**src/rtl/mpmc10_rd_strip_collect.sv**
```systemverilog
// Collects a burst of memory-interface read strips into one wide line buffer.
// Optional inactivity timeout enabled by defining MPMC10_RD_TIMEOUT_EN.
module mpmc10_rd_strip_collect #(
   parameter int WID    = 128,
   parameter int NSTRIP = 4
) (
   input  logic                  rst,
   input  logic                  clk,
   input  logic                  start,
   input  logic [5:0]            num_strips,
   input  logic                  app_rd_data_valid,
   input  logic [WID-1:0]        app_rd_data,
   output logic [5:0]            strip_cnt,
   output logic [WID*NSTRIP-1:0] line,
   output logic                  busy,
   output logic                  rd_done,
   output logic                  rd_stray,
   output logic                  rd_err
);

   typedef enum logic [1:0] {IDLE, COLLECT, DONE} state_t;

   state_t         state_q;
   logic [5:0]     cnt_q;
   logic [5:0]     cnt_d;
   logic [5:0]     num_q;
   logic           rd_done_q;
   logic           rd_stray_q;
   logic [WID-1:0] strip_q [NSTRIP];
   logic           beat;
   logic           last_beat;
   logic           timeout;

   assign beat      = (state_q == COLLECT) && app_rd_data_valid;
   assign cnt_d     = cnt_q + 6'd1;
   assign last_beat = beat && (cnt_q == num_q);

`ifdef MPMC10_RD_TIMEOUT_EN
   logic [7:0] to_q;
   logic       rd_err_q;

   // The 255th quiet COLLECT cycle is the one that would bring the counter to 255.
   assign timeout = (state_q == COLLECT) && !app_rd_data_valid && (to_q == 8'd254);

   always_ff @(posedge clk) begin
      if (rst) begin
         to_q     <= 8'd0;
         rd_err_q <= 1'b0;
      end else begin
         rd_err_q <= timeout;
         if ((state_q != COLLECT) || app_rd_data_valid || timeout) begin
            to_q <= 8'd0;
         end else begin
            to_q <= to_q + 8'd1;
         end
      end
   end

   assign rd_err = rd_err_q;
`else
   assign timeout = 1'b0;
   assign rd_err  = 1'b0;
`endif

   always_ff @(posedge clk) begin
      if (rst) begin
         state_q    <= IDLE;
         cnt_q      <= 6'd0;
         num_q      <= 6'd0;
         rd_done_q  <= 1'b0;
         rd_stray_q <= 1'b0;
      end else begin
         rd_done_q  <= last_beat;
         rd_stray_q <= app_rd_data_valid && (state_q != COLLECT);
         case (state_q)
            IDLE: begin
               if (start) begin
                  num_q   <= num_strips;
                  cnt_q   <= 6'd0;
                  state_q <= COLLECT;
               end
            end
            COLLECT: begin
               if (beat) begin
                  cnt_q <= cnt_d;
                  if (cnt_q == num_q) begin
                     state_q <= DONE;
                  end
               end else if (timeout) begin
                  state_q <= IDLE;
               end
            end
            DONE:    state_q <= IDLE;
            default: state_q <= IDLE;
         endcase
      end
   end

   // Beats past the buffer depth match no slot, so they are counted but dropped.
   always_ff @(posedge clk) begin
      if (rst) begin
         for (int i = 0; i < NSTRIP; i++) begin
            strip_q[i] <= '0;
         end
      end else begin
         for (int i = 0; i < NSTRIP; i++) begin
            if (beat && (cnt_q == 6'(i))) begin
               strip_q[i] <= app_rd_data;
            end
         end
      end
   end

   for (genvar gi = 0; gi < NSTRIP; gi++) begin : g_line
      assign line[gi*WID +: WID] = strip_q[gi];
   end

   assign strip_cnt = cnt_q;
   assign busy      = (state_q == COLLECT);
   assign rd_done   = rd_done_q;
   assign rd_stray  = rd_stray_q;

endmodule
```
**config.mk**
```make
export PLATFORM = sky130hd
export DESIGN_NAME = mpmc10_rd_strip_collect
export DESIGN_NICKNAME = d
export VERILOG_FILES = /design/src/rtl/mpmc10_rd_strip_collect.sv
export SDC_FILE = /design/constraint.sdc
export NUM_CORES = 1
export LEC_CHECK = 0
export CAP_MARGIN = 5
export CORE_AREA = 4 4 256 258
export CTS_CLUSTER_DIAMETER = 100
export CTS_CLUSTER_SIZE = 20
export DETAILED_ROUTE_END_ITERATION = 12
export DIE_AREA = 0 0 260 262
export GPL_TIMING_DRIVEN = 0
export PLACE_DENSITY_LB_ADDON = 0.15
export SYNTH_ARGS = -nofsm -noshare
export SYNTH_HDL_FRONTEND = slang
export SYNTH_SLANG_ARGS = --single-unit
```
**constraint.sdc**
```tcl
create_clock -name clk -period 6.8 [get_ports clk]
set_input_delay 1.7 -clock clk [delete_from_list [all_inputs] [get_ports clk]]
set_output_delay 1.7 -clock clk [all_outputs]
set_load 0.01 [all_outputs]
```
# Yosys cells after proc, flatten, opt, wreduce, memory -nomap -nowiden
# Memory sizes are Yosys's and may differ from the RTL's.
# Index checks and enable logic that the tools add are counted.
# W data, S select, Z words.
# totals
regBits,16
latch_bits,0
ram_bits,512
rom_bits,0
inputBits,138
out_inout_bits,522
wordCells,58
mem_count,1
# classes
addsub,1
multipliers,0
div,0
magnitude_cmp,0
n_eq_ne,9
shift,0
n_mux,25
n_bitwise,4
n_reduce_logical,13
# memory_table
memory,depth,width,rd,rd_clocked_by_memory_dff,write_ports,line_no,text
strip_q,4,128,4,0,4,29,logic [WID-1:0] strip_q [NSTRIP];
# ops
operator,count
$mux W128,4
$mux W1,14
$eq A6 B2 Y1 const B,2
$mux W6,2
$pmux W6 S2,1
$logic_and A1 B1 Y1,7
$add A6 B1 Y6 const B,1
$eq A6 B1 Y1 const B,1
$eq A6 B6 Y1,1
$logic_not A6 Y1,1
$mux W2,3
$ne A2 B1 Y1 const B,3
$reduce_and A3 Y1,2
$or A1 B1 Y1,4
$pmux W2 S2,1
$eq A2 B1 Y1 const B,1
$logic_not A2 Y1,1
$ne A2 B2 Y1 const B,1
$reduce_and A2 Y1,1
$reduce_bool A2 Y1,1

# Logic depth before layout (Yosys ltp)
# Gate-level depths: netlist (run 1).
# depth
depth_word,7
depth_mapped,6
ltp_nobuf,4

# Worst setup path after synthesis (run 1)
# No wires, ideal clock.
# synth_timing
path_kind,input to register
startpoint,input port rst
endpoint,memory strip_q[0][0] (enable)
setup_ps,486
arrival_ps,4870
required_time_ps,6314
slack_ps,1444
cell_stages,3
n_path_buf,2
path_cell_list,clkbuf_1 clkbuf_1 a21o_1
# synth_lines
element,line_no,text
"start, declared",7,"input logic rst,"
"end, declared",29,

==> results.toml, run 1 <==
[route]
drt-total-wl_um = 65800
first_pass_iters = 5
drc = 0
via_per_inst = 4.36
ant_nets = 0
wl_per_cell_um = 24.0
drt_iter0_drc = 807
vias = 11976

[floorplan]
die_x_um = 260
core_mm2 = 0.0630
start_util = 0.315
die_area_mm2 = 0.0681
io_pins = 660
rows = 92
die_h_um = 262

[sta]
finalSetupViolCount = 0
clock.fmax_mhz = 243
period_needed_ns = 4.12
relSlewSlack = 0.403
period_share = 0.606
worst_pin_slew_ns = 0.894
fin_skew_ns = 0.0161
final-hold-violation-count = 0
setup_ws_ns = 2.68
rsz0062_at_grt = "false"
slew_violations = 0

[placed_design]
dpl_worst_slack_ns = 2.07
io_buffers = 658
routabilityCongestion = 0.777
dp_hpwl_um = 47700

[setup_path]
critPathLaunchType = "input port"
path_class = "input port to flop"
cp_slowest_cell = "clkdlybuf4s50_1"
path_cells = "clkdlybuf4s50_1, clkbuf_1, clkbuf_1, a21o_4, buf_16"
reg2reg_slack_ns = 4.04
worst-endpoint-arrival_ns = 4.34
worst_path_largest_cell_delay_ns = 0.72
cp_num_cells = 5
worst-path-max-fanout = 56
path_delay_family = "buffers and inverters"
worstPathRequired_ns = 7.02
worst_path_most_repeated_cell = "clkbuf_1"
crit_path_end_kind = "flop"
worst_r2r_endpoint = "strip_q[2][65]"
startpoint = "rst"
r2r_start = "state_q[0]"
ff2ff_path_depth = 5
crit_buf_inv = 4
crit_end = "strip_q[2][65]"

[power_and_ir_drop]
worst_ir_drop_vdd_v = 0.000162
power_density_mw_per_mm2 = 229
leakage_nw = 10.5

[global_routing]
grt_pass1_wl_um = 90900
grtUsageTotal = 0.184
grt_max_degree = 57
grt_pass1_vias = 12385
antenna_found_initial = 8
overflow = 0

[yosys]
synth_nets = 1327
synth-seq-area-share = 0.791
ys_ff_latch = 528
synth_xor_area_frac = 0.00309
yosysWarnings = 0
synth_edf_count = 512
synth_flop_cell = "edfxtp_1"
yosys.area_share.simple = 0.178
synthCells = 1185
synth_area_mm2 = 0.0198
synth_fa_ha_area_frac = 0.00252
ys_types = 33
synth_top_family_by_area = "simple AND/OR/NAND/NOR gates"
synth_compound_area_frac = 0.00524
synth_mux_area_frac = 0.00151
syn_avg_cell_area_um2 = 16.7
synthArstFlopShare = 0

[worst_hold_path]
hold_path_class = "flop to flop"
min_delay_path_depth = 2
hold_path_startpoint = "num_q[2]"

[final_layout]
area_growth_pct = 45.1
drive_above_1_share = 0.0627
final_cell_mix = "clkdlybuf4s50_1, and2_1, edfxtp_1, clkbuf_2, clkbuf_16"
final_util = 0.457
layout.nets = 2029
layout_commonest_cell = "clkdlybuf4s50_1"

[cts]
clkTransAtPathRegs_ns = 0.09
cts_root_buffer = "clkbuf_16"
cts_setup_buffers = 0
cts_hold_buf = 0
cts_max_path_buffers = 3
cts.htree.levels = 2
cts_tree = "yes"
clock-sinks = 528
cts_resized = 0
clk_latency_ns = 0.56
cts_buffers = 34

[job]
max-cap-violations = 0

[outcome]
outcome = "finished, final reports clean"
-- worst min path at each step --
stage | end
floorplan | num_q[5]
global placement | num_q[4]
detailed placement | num_q[2]
CTS | num_q[2]
global route | num_q[2]
finish | num_q[2]
-- kinds of logic after synthesis --
kind of cell | count (synthesis)
other | 1
and+or+nand+nor | 560
adders and majority gates | 4
DFF | 528
xor gates and xnor gates | 7
muxes | 3
buffers and inverters | 65
AOI/OAI and AO/OA | 17
-- report_power, final --
group	total [mW]	switching, mW	internal, mW
logic	0.687	0.343	0.344
clock network	2.15	1.11	1.04
registers	3.75	0.0431	3.71
-- registers in the layout, indices dropped and copies added (netlist names) --
register / flops
rd_stray: 1
strip_cnt: 6
rd_done: 1
state_q: 2
strip_q: 512
num_q: 6
-- cell type report --
class | count | area, um^2
diodes | 4 | 10.0
plain buffers | 62 | 337
clock buffers | 42 | 945
clock inverters | 6 | 86.3
fillers | 5681 | 34200
inverters | 3 | 11.3
multi-input cells | 592 | 3820
flip-flops and latches | 528 | 15700
well taps | 846 | 1060
repair buffers | 666 | 6810
-- synth_stat cells, types with 2 or more instances --
cell type,instances,area share
ha_1,4,0.0025
inv_1,3,0.00057
and2_1,512,0.16
clkbuf_2,44,0.011
nor3b_1,2,0.00076
mux2i_1,3,0.0015
buf_4,13,0.0049
nand2b_1,3,0.00095
dfxtp_1,16,0.016
edfxtp_1,512,0.78
or3_1,2,0.00063
nand2_1,16,0.0030
xnor2_1,6,0.0026
nor4_1,3,0.00095
nor4b_4,4,0.0048
nor2_1,3,0.00057
a21oi_1,10,0.0025
nand3_1,7,0.0018
clkbuf_1,5,0.00095
a21o_1,4,0.0015
-- tightest hold or removal path: stages, from the launching register on --
cell     delay [ns]
dfxtp_1        0.33
nand2_1        0.06
a21oi_1        0.05
-- metal layers --
metal  vias to the layer above  track usage  routed length (um)
li1                       5528            -                   -
met2                       428        0.317               33100
met1                      5907        0.213               24700
met4                        12       0.0660                2240
met5                         -            0                  69
met3                       101       0.0657                5770
-- through the flow --
step	setup TNS [ns]	cells	total power, mW	hold WS, ns	area [um^2]
global route	0	2747	6.81	0.497	28800
global placement	-918.39	2689	4.54	0.463	27500
detailed placement	0	2697	4.53	0.467	27700
finish	0	2749	6.58	0.476	28800
floorplan	0	1185	4.02	0.449	19800
CTS	0	2745	6.68	0.481	28800
No activity file was read; power rests on OpenSTA's default activity.
==> run 2: changes to the inputs <==
Clock period 6.8 ns to 3.5 ns, I/O delays scaled along.
==> results.toml, run 2 (synthesized netlist as in run 1, its figures left out) <==
[floorplan]
io_pins = 660
die_x_um = 260
core_mm2 = 0.0630
die_h_um = 262
die_area_mm2 = 0.0681
start_util = 0.315
rows = 92

[setup_path]
crit_path_end_kind = "flop"
crit_buf_inv = 4
cp_slowest_cell = "clkdlybuf4s50_1"
worst_path_largest_cell_delay_ns = 0.72
critPathLaunchType = "input port"
worstPathRequired_ns = 3.76
worst-endpoint-arrival_ns = 3.43
worst-path-max-fanout = 52
worst_path_most_repeated_cell = "clkbuf_1"
path_class = "input port to flop"
path_delay_family = "buffers and inverters"
path_cells = "clkdlybuf4s50_1, clkbuf_1, clkbuf_1, a21o_4, buf_16"

[final_layout]
fillCellCount = 5619
final_cell_mix = "clkdlybuf4s50_1, and2_1, edfxtp_1, clkbuf_2, clkbuf_16"
drive_above_1_share = 0.0590
top_register = "strip_q"
multiInputGateArea_mm2 = 0.00382
seq_area_mm2 = 0.0157
largest_reg_flops = 512
final_util = 0.454
layout_commonest_cell = "clkdlybuf4s50_1"
final_cell_area_mm2 = 0.0286
layout.nets = 2026
area_growth_pct = 44.2

[sta]
whs_ns = 0.472
relSlewSlack = 0.384
worst_pin_slew_ns = 0.922
rsz0062_at_grt = "false"
period_needed_ns = 3.17
slew_violations = 0
clock.fmax_mhz = 315
period_share = 0.906
fin_skew_ns = 0.0109
finalSetupViolCount = 0
final-hold-violation-count = 0
setup_ws_ns = 0.328

[route]
drt-total-wl_um = 66100
first_pass_iters = 5
ant_nets = 0
wl_per_cell_um = 24.1
vias = 12067
drc = 0
drt_iter0_drc = 804
via_per_inst = 4.39

[cts]
cts_tree = "yes"
cts_root_buffer = "clkbuf_16"
clock-sinks = 528
cts.htree.levels = 1
cts_resized = 0
cts_buffers = 31
clkTransAtPathRegs_ns = 0.08
cts_setup_buffers = 0
cts_hold_buf = 0
cts_max_path_buffers = 3
clk_latency_ns = 0.60

[power_and_ir_drop]
fin_total_pwr_mw = 12.3
power_density_mw_per_mm2 = 432
leakage_nw = 10.4
worst_ir_drop_vdd_v = 0.000355

[global_routing]
grtUsageTotal = 0.184
grt_max_degree = 58
antenna_found_initial = 8
grt_pass1_vias = 12433
grt_pass1_wl_um = 91700
overflow = 0

[placed_design]
postPlaceCellArea_mm2 = 0.0277
routabilityCongestion = 0.799
io_buffers = 658
dpl_worst_slack_ns = -0.266
dp_hpwl_um = 47600

[worst_hold_path]
hold_path_class = "flop to flop"

[job]
max-cap-violations = 0

[outcome]
outcome = "finished, final reports clean"
==> run 2: changes by cell type in the layout (fill, tap and decap cells not counted) <==
cell       delta
clkinv_4      +3
clkbuf_1      +6
inv_6         -1
inv_16        -1
clkbuf_16     -6
inv_8         -1
bufinv_16     -1
==> run 2: final timing paths <==
check               startpoint              to  slack, ns  depth (start not counted)
hold / removal        num_q[1]        num_q[1]       0.47                          2
setup reg to reg  strip_cnt[2]  strip_q[0][52]       0.80                          4
hold reg to reg       num_q[1]        num_q[1]       0.47                          2
setup / recovery           rst  strip_q[0][52]       0.33                          5
==> run 2: through the flow <==
step | setup TNS (ns) | std cells
after floorplan | 0 | 1185
after global placement | -1090.82 | 2689
after detailed placement | -55.79 | 2697
after CTS | 0 | 2744
after global routing | 0 | 2748
final | 0 | 2748
==> run 2: final cells by class <==
| type | count | area share |
|---|---|---|
| Antenna cell | 4 | 0.000350 |
| Buffer | 62 | 0.0118 |
| Clock buffer | 42 | 0.0286 |
| Clock inverter | 5 | 0.00149 |
| Inverter | 3 | 0.000394 |
| Multi-Input combinational cell | 592 | 0.133 |
| Sequential cell | 528 | 0.549 |
| Tap cell | 846 | 0.0370 |
| Timing Repair Buffer | 666 | 0.238 |
==> run 2: metal layers <==
layer | vias to the layer above | routed length, um | part of all wire | GRT usage
met5 | - | 40 | 0.00061 | 0
met4 | 6 | 1940 | 0.029 | 0.0525
met3 | 88 | 4960 | 0.075 | 0.0495
met2 | 429 | 35000 | 0.53 | 0.338
met1 | 6013 | 24200 | 0.37 | 0.212
li1 | 5531 | - | - | -
==> run 2: worst min-delay path, cell delays in order, from the launching register on <==
cell     delay (ns)
dfxtp_1        0.32
nand2_1        0.05
a21oi_1        0.05
==> run 2: where the power goes <==
group	internal, mW	leakage (nW)	switching [mW]
registers	7.20	5.44	0.0864
logic	0.669	4.58	0.665
clock network	1.64	0.417	2.08
total	9.51	10.4	2.83
==> run 3: changes to the inputs <==
Settings changed: CTS_CLUSTER_SIZE 20 to 16.
==> results.toml, run 3 (synthesized netlist as in run 1, its figures left out) <==
[route]
vias = 12175
ant_nets = 0
drt_iter0_drc = 872
drc = 0
first_pass_iters = 5
wl_per_cell_um = 24.1
drt-total-wl_um = 66300
via_per_inst = 4.42

[floorplan]
die_h_um = 262
die_area_mm2 = 0.0681
io_pins = 660
die_x_um = 260
core_mm2 = 0.0630
rows = 92
start_util = 0.315

[cts]
clkTransAtPathRegs_ns = 0.07
cts_resized = 0
clock-sinks = 528
cts_root_buffer = "clkbuf_16"
clk_latency_ns = 0.56
cts_max_path_buffers = 3
cts_tree = "yes"
cts_hold_buf = 0
cts.htree.levels = 2
cts_buffers = 39
cts_setup_buffers = 0

[setup_path]
worstPathRequired_ns = 3.72
worst-path-max-fanout = 52
crit_path_end_kind = "flop"
path_cells = "clkdlybuf4s50_1, clkbuf_1, clkbuf_1, a21o_4, buf_16"
crit_buf_inv = 4
worst-endpoint-arrival_ns = 3.43
path_delay_family = "buffers and inverters"
cp_slowest_cell = "clkdlybuf4s50_1"
worst_path_largest_cell_delay_ns = 0.72
path_class = "input port to flop"
critPathLaunchType = "input port"
worst_path_most_repeated_cell = "clkbuf_1"

[power_and_ir_drop]
leakage_nw = 10.5
fin_total_pwr_mw = 12.9
power_density_mw_per_mm2 = 448
worst_ir_drop_vdd_v = 0.000418

[sta]
fin_skew_ns = 0.0149
rsz0062_at_grt = "false"
final-hold-violation-count = 0
clock.fmax_mhz = 311
setup_ws_ns = 0.285
period_share = 0.919
relSlewSlack = 0.389
whs_ns = 0.470
period_needed_ns = 3.22
finalSetupViolCount = 0
slew_violations = 0
worst_pin_slew_ns = 0.915

[placed_design]
routabilityCongestion = 0.799
dpl_worst_slack_ns = -0.266
postPlaceCellArea_mm2 = 0.0277
io_buffers = 658
dp_hpwl_um = 47600

[global_routing]
overflow = 0
antenna_found_initial = 8
grt_pass1_vias = 12580
grt_pass1_wl_um = 92100
grtUsageTotal = 0.187
grt_max_degree = 58

[worst_hold_path]
hold_path_class = "flop to flop"

[final_layout]
fillCellCount = 5612
layout.nets = 2034
final_cell_mix = "clkdlybuf4s50_1, and2_1, edfxtp_1, clkbuf_2, clkbuf_16"
final_cell_area_mm2 = 0.0288
area_growth_pct = 45.3
drive_above_1_share = 0.0626
layout_commonest_cell = "clkdlybuf4s50_1"
multiInputGateArea_mm2 = 0.00382
largest_reg_flops = 512
top_register = "strip_q"
seq_area_mm2 = 0.0157
final_util = 0.458

[outcome]
outcome = "finished, final reports clean"

[job]
max-cap-violations = 0
run 3: cell types whose count changed in the layout (fill, tap and decap cells not counted):
cell	before	now
clkinvlp_4	0	1
clkinv_2	1	0
clkbuf_16	31	41
clkinv_1	0	2
inv_6	0	1
clkinv_4	3	0
inv_8	1	0
clkbuf_1	16	11
run 3: worst register-to-register path: stages (launching register included):
cell     delay (ns)
dfxtp_1        0.39
or4_4          0.65
nor2_1         0.38
a21o_4         0.48
buf_16         0.34
run 3: per-stage QoR:
stage	setup TNS (ns)	instances
after global routing	0	2752
after floorplan	0	1185
final	0	2752
after global placement	-1090.82	2689
after detailed placement	-55.79	2697
after CTS	0	2748
run 3: power by group:
| group | switching (mW) | internal [mW] |
|---|---|---|
| Clock | 2.17 | 2.11 |
| Sequential | 0.0865 | 7.21 |
| Combinational | 0.665 | 0.669 |
run 3: layout make-up:
type	count	share of cell area
antenna	4	0.000347
buffer	62	0.0117
clock buffer	47	0.0364
clock inverter	4	0.000825
inverter	3	0.000391
multi-input combinational	592	0.133
sequential	528	0.545
tap	846	0.0367
timing repair buffer	666	0.236
run 3: worst paths after layout:
check | from | endpoint | slack (ns) | cells past startpoint
min reg2reg | num_q[1] | num_q[1] | 0.47 | 2
max | rst | strip_q[0][74] | 0.28 | 5
max reg2reg | strip_cnt[2] | strip_q[0][74] | 0.80 | 4
min | num_q[1] | num_q[1] | 0.47 | 2
run 3: routing by layer:
layer  track usage  wire [um]  vias to the layer above
li1              -          -                     5546
met1         0.213      24300                     6072
met2         0.337      34800                      442
met3        0.0549       5170                      109
met4        0.0583       2030                        6
met5             0         40                        -
